===== config.mk =====
export PLATFORM = sky130hd
export DESIGN_NAME = board_store
export DESIGN_NICKNAME = d
export VERILOG_FILES = /design/src/rtl/board_store.sv
export SDC_FILE = /design/constraint.sdc
export NUM_CORES = 1
export LEC_CHECK = 0
export BUFFER_PORTS_ARGS = -buffer_cell sky130_fd_sc_hd__buf_2
export CAP_MARGIN = 20
export CELL_PAD_IN_SITES_DETAIL_PLACEMENT = 1
export CELL_PAD_IN_SITES_GLOBAL_PLACEMENT = 2
export CORE_MARGIN = 3
export CORE_UTILIZATION = 31
export CTS_CLUSTER_DIAMETER = 60
export DETAILED_ROUTE_END_ITERATION = 7
export PLACE_DENSITY = 0.74
export SLEW_MARGIN = 20
export SYNTH_ARGS = -nofsm -noshare
export SYNTH_HDL_FRONTEND = slang
export SYNTH_SLANG_ARGS = --single-unit
export TNS_END_PERCENT = 30

===== constraint.sdc =====
create_clock -name clock -period 4.5 [get_ports clock]
set_input_delay 0.675 -clock clock [delete_from_list [all_inputs] [get_ports clock]]
set_output_delay 0.675 -clock clock [all_outputs]
set_load 0.05 [all_outputs]

===== src/rtl/board_store.sv =====
// Board register for the 4x4 tile game plus a tear-free redraw streamer.
// Each frame is emitted from a shadow copy, one tile per accepted valid/ready handshake.
module board_store #(
  parameter  int TILE_W  = 4,
  parameter  int N_TILES = 16,
  localparam int BOARD_W = N_TILES * TILE_W,
  localparam int IDX_W   = $clog2(N_TILES)
) (
  input  logic               clock,
  input  logic               reset,
  input  logic               update,
  input  logic [BOARD_W-1:0] newvalues,
  output logic [BOARD_W-1:0] oldvalues,
  input  logic               draw_req,
  input  logic               tile_ready,
  output logic               tile_valid,
  output logic [IDX_W-1:0]   tile_index,
  output logic [TILE_W-1:0]  tile_value,
  output logic               draw_busy,
  output logic               frame_done
);

  typedef enum logic [1:0] {
    IDLE = 2'd0,
    LOAD = 2'd1,
    SCAN = 2'd2,
    DONE = 2'd3
  } state_t;

  state_t             r_state;
  state_t             w_state_nxt;
  logic [BOARD_W-1:0] r_board;
  logic [BOARD_W-1:0] r_shadow;
  logic               r_dirty;
  logic [IDX_W-1:0]   r_idx;

  logic [BOARD_W-1:0] w_board_nxt;
  logic               w_changed;
  logic               w_last;
  logic               w_accept;
  logic [TILE_W-1:0]  w_tiles [N_TILES];

  assign w_board_nxt = update ? newvalues : r_board;
  assign w_changed   = update && (newvalues != r_board);
  assign w_last      = (r_idx == IDX_W'(N_TILES - 1));
  assign w_accept    = (r_state == SCAN) && tile_ready;

  // Tile 0 lives in the most significant nibble.
  for (genvar g = 0; g < N_TILES; g++) begin : g_tiles
    assign w_tiles[g] = r_shadow[BOARD_W-1-g*TILE_W -: TILE_W];
  end

  always_ff @(posedge clock or posedge reset) begin
    if (reset) begin
      r_state <= IDLE;
    end else begin
      r_state <= w_state_nxt;
    end
  end

  always_comb begin
    w_state_nxt = r_state;
    case (r_state)
      IDLE: if (r_dirty || draw_req) w_state_nxt = LOAD;
      LOAD: w_state_nxt = SCAN;
      SCAN: if (tile_ready && w_last) w_state_nxt = DONE;
      DONE: w_state_nxt = IDLE;
      default: w_state_nxt = IDLE;
    endcase
  end

  // Reset leaves dirty set so an empty board is drawn once reset is released.
  always_ff @(posedge clock or posedge reset) begin
    if (reset) begin
      r_board  <= '0;
      r_shadow <= '0;
      r_dirty  <= 1'b1;
      r_idx    <= '0;
    end else begin
      r_board <= w_board_nxt;
      if (r_state == LOAD) begin
        r_shadow <= w_board_nxt;
        r_idx    <= '0;
      end else if (w_accept && !w_last) begin
        r_idx <= r_idx + 1'b1;
      end
      // A changing update wins over the clear taken in LOAD.
      if (w_changed) begin
        r_dirty <= 1'b1;
      end else if (r_state == LOAD) begin
        r_dirty <= 1'b0;
      end
    end
  end

  assign oldvalues  = r_board;
  assign tile_valid = (r_state == SCAN);
  assign tile_index = r_idx;
  assign tile_value = w_tiles[r_idx];
  assign draw_busy  = (r_state != IDLE);
  assign frame_done = (r_state == DONE);

endmodule

Word level (Yosys, flattened, before mapping) --
Index checks and enable logic that the tools add are counted.
Word-level totals: bits in registers 135, bits of input ports 69
Cells by class: add/sub/neg operators 1, order comparisons 1, eq/ne operators 7, mux-type cells 11, bitwise operators 1, reduce and logical (&&, ||, !) cells 11
Operators by type and width (number):
- $mux 64 | 1
- $ne 64x64->1 | 1
- $bmux 4 s4 | 1
- $mux 4 | 4
- $pmux 2 s4 | 1
- $reduce_bool 2->1 | 3
- $ge 5x5->1 const B | 1
- $not 4->5 | 1
- $add 4x1->4 const B | 1
- $eq 2x2->1 const B | 2
- $eq 4x4->1 const B | 1
- $logic_and 1x1->1 | 4
- $mux 2 | 2
- $eq 2x1->1 const B | 1
- $logic_not 2->1 | 1
- $mux 1 | 2
- $ne 2x1->1 const B | 1
- $ne 2x2->1 const B | 1
- $reduce_and 2->1 | 1
- $logic_not 1->1 | 1
- $logic_or 1x1->1 | 1

Logic depth before layout (Yosys ltp) --
Gate-level depths: netlist (run 1).
depth after elaboration 5, depth in mapped cells 8

Worst setup path after synthesis (run 1) --
Ideal clock, no wire load.
path kind reg2out, start point register r_idx[1] (netlist: tile_index[1]), end point output port tile_value[0], arrival 2.131 ns, setup slack 1.694 ns, stages on the path, launching flop included 5, buffers on the path 2, path through dfrtp_1 clkbuf_1 buf_2 mux4_2 mux4_2
On the way: word-level cells in the longest chain between the ends 4
Ends and longest elaborated chain:
- start: declaration | line 35 | logic [IDX_W-1:0] r_idx;
- start signal: assignment | line 85 | r_idx <= r_idx + 1'b1;
- $not 4->5 (not written as such) | line 99 | assign tile_value = w_tiles[r_idx];
- $bmux 4 s4 | line 99
- $mux 4 (not written as such) (2 in a row) | line 99
- end: declaration | line 18 | output logic [TILE_W-1:0] tile_value,
No other way between the ends. The select of a mux whose other input is x is not followed.

Worst setup path in the final report (run 1) --
start point register r_idx[0] (netlist: tile_index[0]), end point output port tile_value[3]
Same word-level chain as after synthesis.

==> results.ini, run 1 <==
[cts]
cts_root_buf = clkbuf_16
numCtsBuffers = 17
hold_buffers = 0
htree_levels = 4
cts_tree = built
clock_sinks = 135
clk_pin_slew_ns = 0.06
cts_setup_buffers = 0
ctsResizeCount = 0
cts_buffer_depth = 2
insertion_delay_ns = 0.42

[global_route]
grt_max_degree = 79
overflow = 0
grt_pass1_vias = 5104
antenna_found_initial = 0
grt_pass1_wl_um = 29800
track_usage_pct = 18.0

[yosys]
synthCells = 554
ys_warn_count = 0
synth.distinct_cells = 24
yosysMostFrequentCell = nor2_1
ys_async_sr_fraction_pct = 100
ys_ff_latch = 135
ys_seq_area_share_pct = 53.3
synth-edff-count = 0
syn_area_um2 = 6340
synth_common_cells = nor2_1, dfrtp_1, xnor2_1, mux2_2, clkbuf_1
synth_top_flop_cell = dfrtp_1
synth_area_leaders = dfrtp_1, nor2_1, mux2_2
synth_top_area_share_pct = 52.9
post-synth-top-area-cell = dfrtp_1
syn_nets = 629
avgSynthCellArea_um2 = 11.4

[sta]
drv_slew = 0
totalNegativeSetupSlack_ns = 0
fin_crit_ns = 3.47
period_share_pct = 77.2
finalSetupViolCount = 0
timing.fmax_ghz = 0.288
relSlewSlack_pct = 27.5
finalHoldViolCount = 0
worst_clock_skew_ns = 0.00539
rsz0062_at_grt = false
worstMarginPinSlew_ns = 1.09

[die]
die_x_um = 149
fp.dieH_um = 149
rows = 51
core_um2 = 19800
ios = 144
fp.dieArea_um2 = 22200
initial_core_util_pct = 32.1

[cells_and_area]
diodes = 0
fin_area_um2 = 7910
final_cells = 970
areaGrowthSynthToFinish_pct = 24.7
layout-drive-gt1-share_pct = 36.0
layout.nets = 767

[placement]
dp_hpwl_um = 14800
dp.cells = 938
place_area_um2 = 7290
globalplace.congestion = 0.872
numPortBuffers = 143

[setup_path]
arrival_ns = 2.80
cp-end-kind = primary output
rr_worst_depth = 5
cp.required_ns = 3.83
cp-start-kind = register
path_class = reg2out
critPathMaxFanout = 20

[power]
comb_power_share_pct = 34.3
p_sw_share_pct = 38.5
peakVddDrop_mv = 0.304
net-switching-power_mw = 2.00
power_leakage_nw = 3.41
p_seq_share_pct = 37.2
p_clk_share_pct = 28.5
power_mw = 5.20
pwr_density_cell_nw_per_um2 = 658
internal-power_mw = 3.20

[drt]
antenna_left = 0
vias = 4654
drc_errors = 0
postRouteWirelength_um = 19400
drt-pass1-iter-count = 4
drt-initial-drc-count = 228
post_drt_wl_per_cell_um = 20.0
viasPerCell = 4.80

[outcome]
status = finished, final reports clean

[hold_path]
min_path_type = in2async

[flow_run]
drv_cap = 0

==> state kept, by name (all words and copies together) (netlist names) <==
register / count
oldvalues: 64
r_dirty: 1
r_shadow: 64
r_state: 2
tile_index: 4
==> cells by family after synthesis <==
logic type | share of synthesized area (%)
simple gates | 14.1
flops | 53.3
mux | 19.2
xor+xnor | 9.25
buf+inv | 2.45
fa+ha+maj | 1.18
compound gates | 0.552
==> layout by cell type, fill, tap and decap left out, types with 5 or more instances in the layout <==
master     synthesis  layout
ha_1               6       5
nand4_1           19      19
clkbuf_16          0      17
clkinv_2           0       5
mux4_1             9       9
mux2_2            64      64
mux4_2            11      11
nor2_1           196     196
buf_2              6     143
dfrtp_1          134     134
xnor2_1           65      65
==> final cells by class <==
cell class / count / area, um2
fillers: 2181 / 11900
multi-input cells: 386 / 2810
inverters: 5 / 25.0
repair buffers: 147 / 746
flip-flops and latches: 135 / 3380
clock inverters: 9 / 148
well taps: 265 / 332
clock buffers: 23 / 468
==> critical path, stage by stage, from the launching register on <==
cell     delay [ns]
dfrtp_1        0.95
mux4_1         0.66
mux4_2         0.52
buf_2          0.24
==> stage by stage <==
stage | setup slack [ns] | hold WS (ns) | util [%]
global route | 0.899 | 0.423 | 40.0
global placement | 1.53 | 0.483 | 36.8
floorplan | 0.216 | 0.467 | -
detailed placement | 1.45 | 0.503 | 36.8
finish | 1.03 | 0.359 | 40.0
CTS | 0.994 | 0.517 | 40.0
==> power groups by stage <==
stage               registers (mW)  clock network [mW]  logic [mW]
global route                  1.98                1.57        1.97
floorplan                     1.99                   0        1.20
global placement              1.95                   0        1.75
finish                        1.94                1.48        1.78
detailed placement            1.95                   0        1.81
CTS                           1.94                1.51        1.82
==> final timing paths <==
path                                  to          start  slack, ns
max in group asynchronous    r_shadow[6]          reset       3.21
min in group clock          r_shadow[16]   r_shadow[16]       0.51
hold / removal              oldvalues[5]          reset       0.36
setup reg to reg           tile_index[3]  tile_index[0]       2.39
hold reg to reg             r_shadow[16]   r_shadow[16]       0.51
setup / recovery           tile_value[3]  tile_index[0]       1.03
==> routing by layer <==
layer,up-vias,share of wire (%),GRT usage (%)
li1,2128,-,-
met1,2366,44,24.5
met2,144,48,28.6
met3,16,6.7,4.83
met4,0,1.3,5.03
met5,-,0,0
Note: power is estimated with default switching activity, not from simulation.
==> run 2: changes to the inputs <==
--- a/config.mk
+++ b/config.mk
@@ -10,10 +10,10 @@
 export CELL_PAD_IN_SITES_DETAIL_PLACEMENT = 1
 export CELL_PAD_IN_SITES_GLOBAL_PLACEMENT = 2
 export CORE_MARGIN = 3
-export CORE_UTILIZATION = 31
+export CORE_UTILIZATION = 35
 export CTS_CLUSTER_DIAMETER = 60
 export DETAILED_ROUTE_END_ITERATION = 7
-export PLACE_DENSITY = 0.74
+export PLACE_DENSITY = 0.79
 export SLEW_MARGIN = 20
 export SYNTH_ARGS = -nofsm -noshare
 export SYNTH_HDL_FRONTEND = slang
==> constraint.sdc (replaced) <==
create_clock -name clock -period 3.2 [get_ports clock]
set_input_delay 0.48 -clock clock [delete_from_list [all_inputs] [get_ports clock]]
set_output_delay 0.48 -clock clock [all_outputs]
set_load 0.05 [all_outputs]
==> run 2 against run 1 <==
Net effect:
- cell area decreased by 0.60%
- clock power increased by 20%
- core utilization increased by 4.8 points
- first-iteration DRC count decreased by 3.5%
- sequential power increased by 38%
- via count about the same
- cell count decreased by 3.6%
- critical path type unchanged
- highest routed layer unchanged
==> results.ini, run 2 (same netlist as run 1, synthesis figures left out) <==
[placement]
globalplace.congestion = 0.883
place_ws_ns = 0.744
dp_hpwl_um = 14300
numPortBuffers = 143
dp.cells = 904

[cts]
cts_buffer_depth = 2
numCtsBuffers = 17
clk_pin_slew_ns = 0.06
cts_root_buf = clkbuf_16
clock_sinks = 135
cts_setup_buffers = 0
cts_tree = built
insertion_delay_ns = 0.42
hold_buffers = 0
htree_levels = 4
ctsResizeCount = 0

[global_route]
track_usage_pct = 20.1
antenna_found_initial = 0
grt_pass1_wl_um = 30200
grt_pass1_vias = 5231
overflow = 0
grt_max_degree = 69

[cells_and_area]
mostFrequentLayoutCells = nor2_1, buf_2, dfrtp_1, xnor2_1, mux2_2
final_cells = 935
multi_input_area_um2 = 2810
diodes = 0
fill_cells = 1945
layout-drive-gt1-share_pct = 36.8
seqCellArea_um2 = 3380
layout.nets = 773
layout_commonest_cell = nor2_1
areaGrowthSynthToFinish_pct = 23.9

[drt]
vias = 4658
post_drt_wl_per_cell_um = 20.4
drt-initial-drc-count = 220
drc_errors = 0
postRouteWirelength_um = 19000
antenna_left = 0
drt-pass1-iter-count = 4
viasPerCell = 4.98

[sta]
worstMarginPinSlew_ns = 0.883
finalSetupViolCount = 0
drv_slew = 0
finalHoldViolCount = 0
totalNegativeSetupSlack_ns = 0
fin_crit_ns = 2.89
timing.fmax_ghz = 0.346
fin_ws_ns = 0.307
period_share_pct = 90.4
worst_clock_skew_ns = 0.00749
rsz0062_at_grt = false
relSlewSlack_pct = 41.1
whs_ns = 0.209

[setup_path]
cp-end-kind = primary output
crit_family = multiplexers
critPathMaxFanout = 19
timing.rr.start = r_state[1]
cp-start-kind = register
max_stage_delay_ns = 0.63
crit_start = tile_index[0]
crit_chain = buf_4, mux4_1, mux4_2, buf_2
rr_worst_depth = 6
arrival_ns = 2.41
path_class = reg2out
critical_path.slowest_cell = mux4_1
r2r-end = r_shadow[29]
path_buf_inv = 2
reg2reg_setup_slack_ns = 1.10
cp.required_ns = 2.72

[outcome]
status = finished, final reports clean

[die]
fp.dieH_um = 141
core_um2 = 17500
initial_core_util_pct = 36.2
fp.dieArea_um2 = 19800
die_x_um = 141
rows = 48
ios = 144

[power]
pwr_density_cell_nw_per_um2 = 899
power_leakage_nw = 3.41
peakVddDrop_mv = 0.535

[flow_run]
drv_cap = 0

[hold_path]
min_path_type = in2async

## run 2: cell count changes in the layout (fill, tap and decap cells not counted)
cell	change
buf_4	+3
buf_12	+3
clkinv_4	+1
clkbuf_1	-2
bufinv_16	-4
clkinvlp_4	+2
clkbuf_8	+2
clkinv_2	+1
inv_6	-1
## run 2: per-stage QoR
| step | utilization, % | power [mW] | cell area [um2] |
|---|---|---|---|
| detailed placement | 41.8 | 5.31 | 7320 |
| finish | 44.8 | 7.07 | 7860 |
| CTS | 44.8 | 7.14 | 7860 |
| floorplan | - | 4.49 | 6350 |
| global placement | 41.8 | 5.23 | 7320 |
| global route | 44.8 | 7.53 | 7860 |
## run 2: worst reg2reg max path, cell delays in order, from the launching register on
cell      delay [ns]
dfrtp_1         0.40
inv_1           0.13
ha_2            0.21
clkinv_2        0.67
buf_4           0.43
nor2_1          0.11
nor2_1          0.05
## run 2: how the worst max path moves through the flow
stage / cells past startpoint / slack [ns] / endpoint
CTS: 4 / 0.29 / tile_value[1]
floorplan: 4 / 0.59 / tile_value[0]
finish: 4 / 0.31 / tile_value[1]
global placement: 4 / 0.80 / tile_value[0]
detailed placement: 4 / 0.74 / tile_value[1]
global route: 4 / 0.23 / tile_value[3]
## run 2: cell type report
class                   instances  share of cell area [%]
flip-flops and latches        135                    43.0
multi-input cells             386                    35.8
repair buffers                153                    10.5
clock buffers                  23                    6.21
well taps                     225                    3.58
clock inverters                 8                   0.621
inverters                       5                   0.302
## run 2: metal layers
metal  share of wire (%)  track usage, %  vias up  wire length [um]
li1                    -               -     2137                 -
met1                  44            26.6     2366              8340
met2                  49            32.9      132              9290
met3                 6.0            5.22       23              1140
met4                 1.4            5.56        0               273
met5                   0               0        -                 0
## run 2: where the power goes
part           switching [mW]  internal [mW]  total [mW]  leakage, nW
registers               0.448           2.24        2.68         1.54
clock network           0.722           1.06        1.78        0.265
logic                    1.65          0.951        2.60         1.61
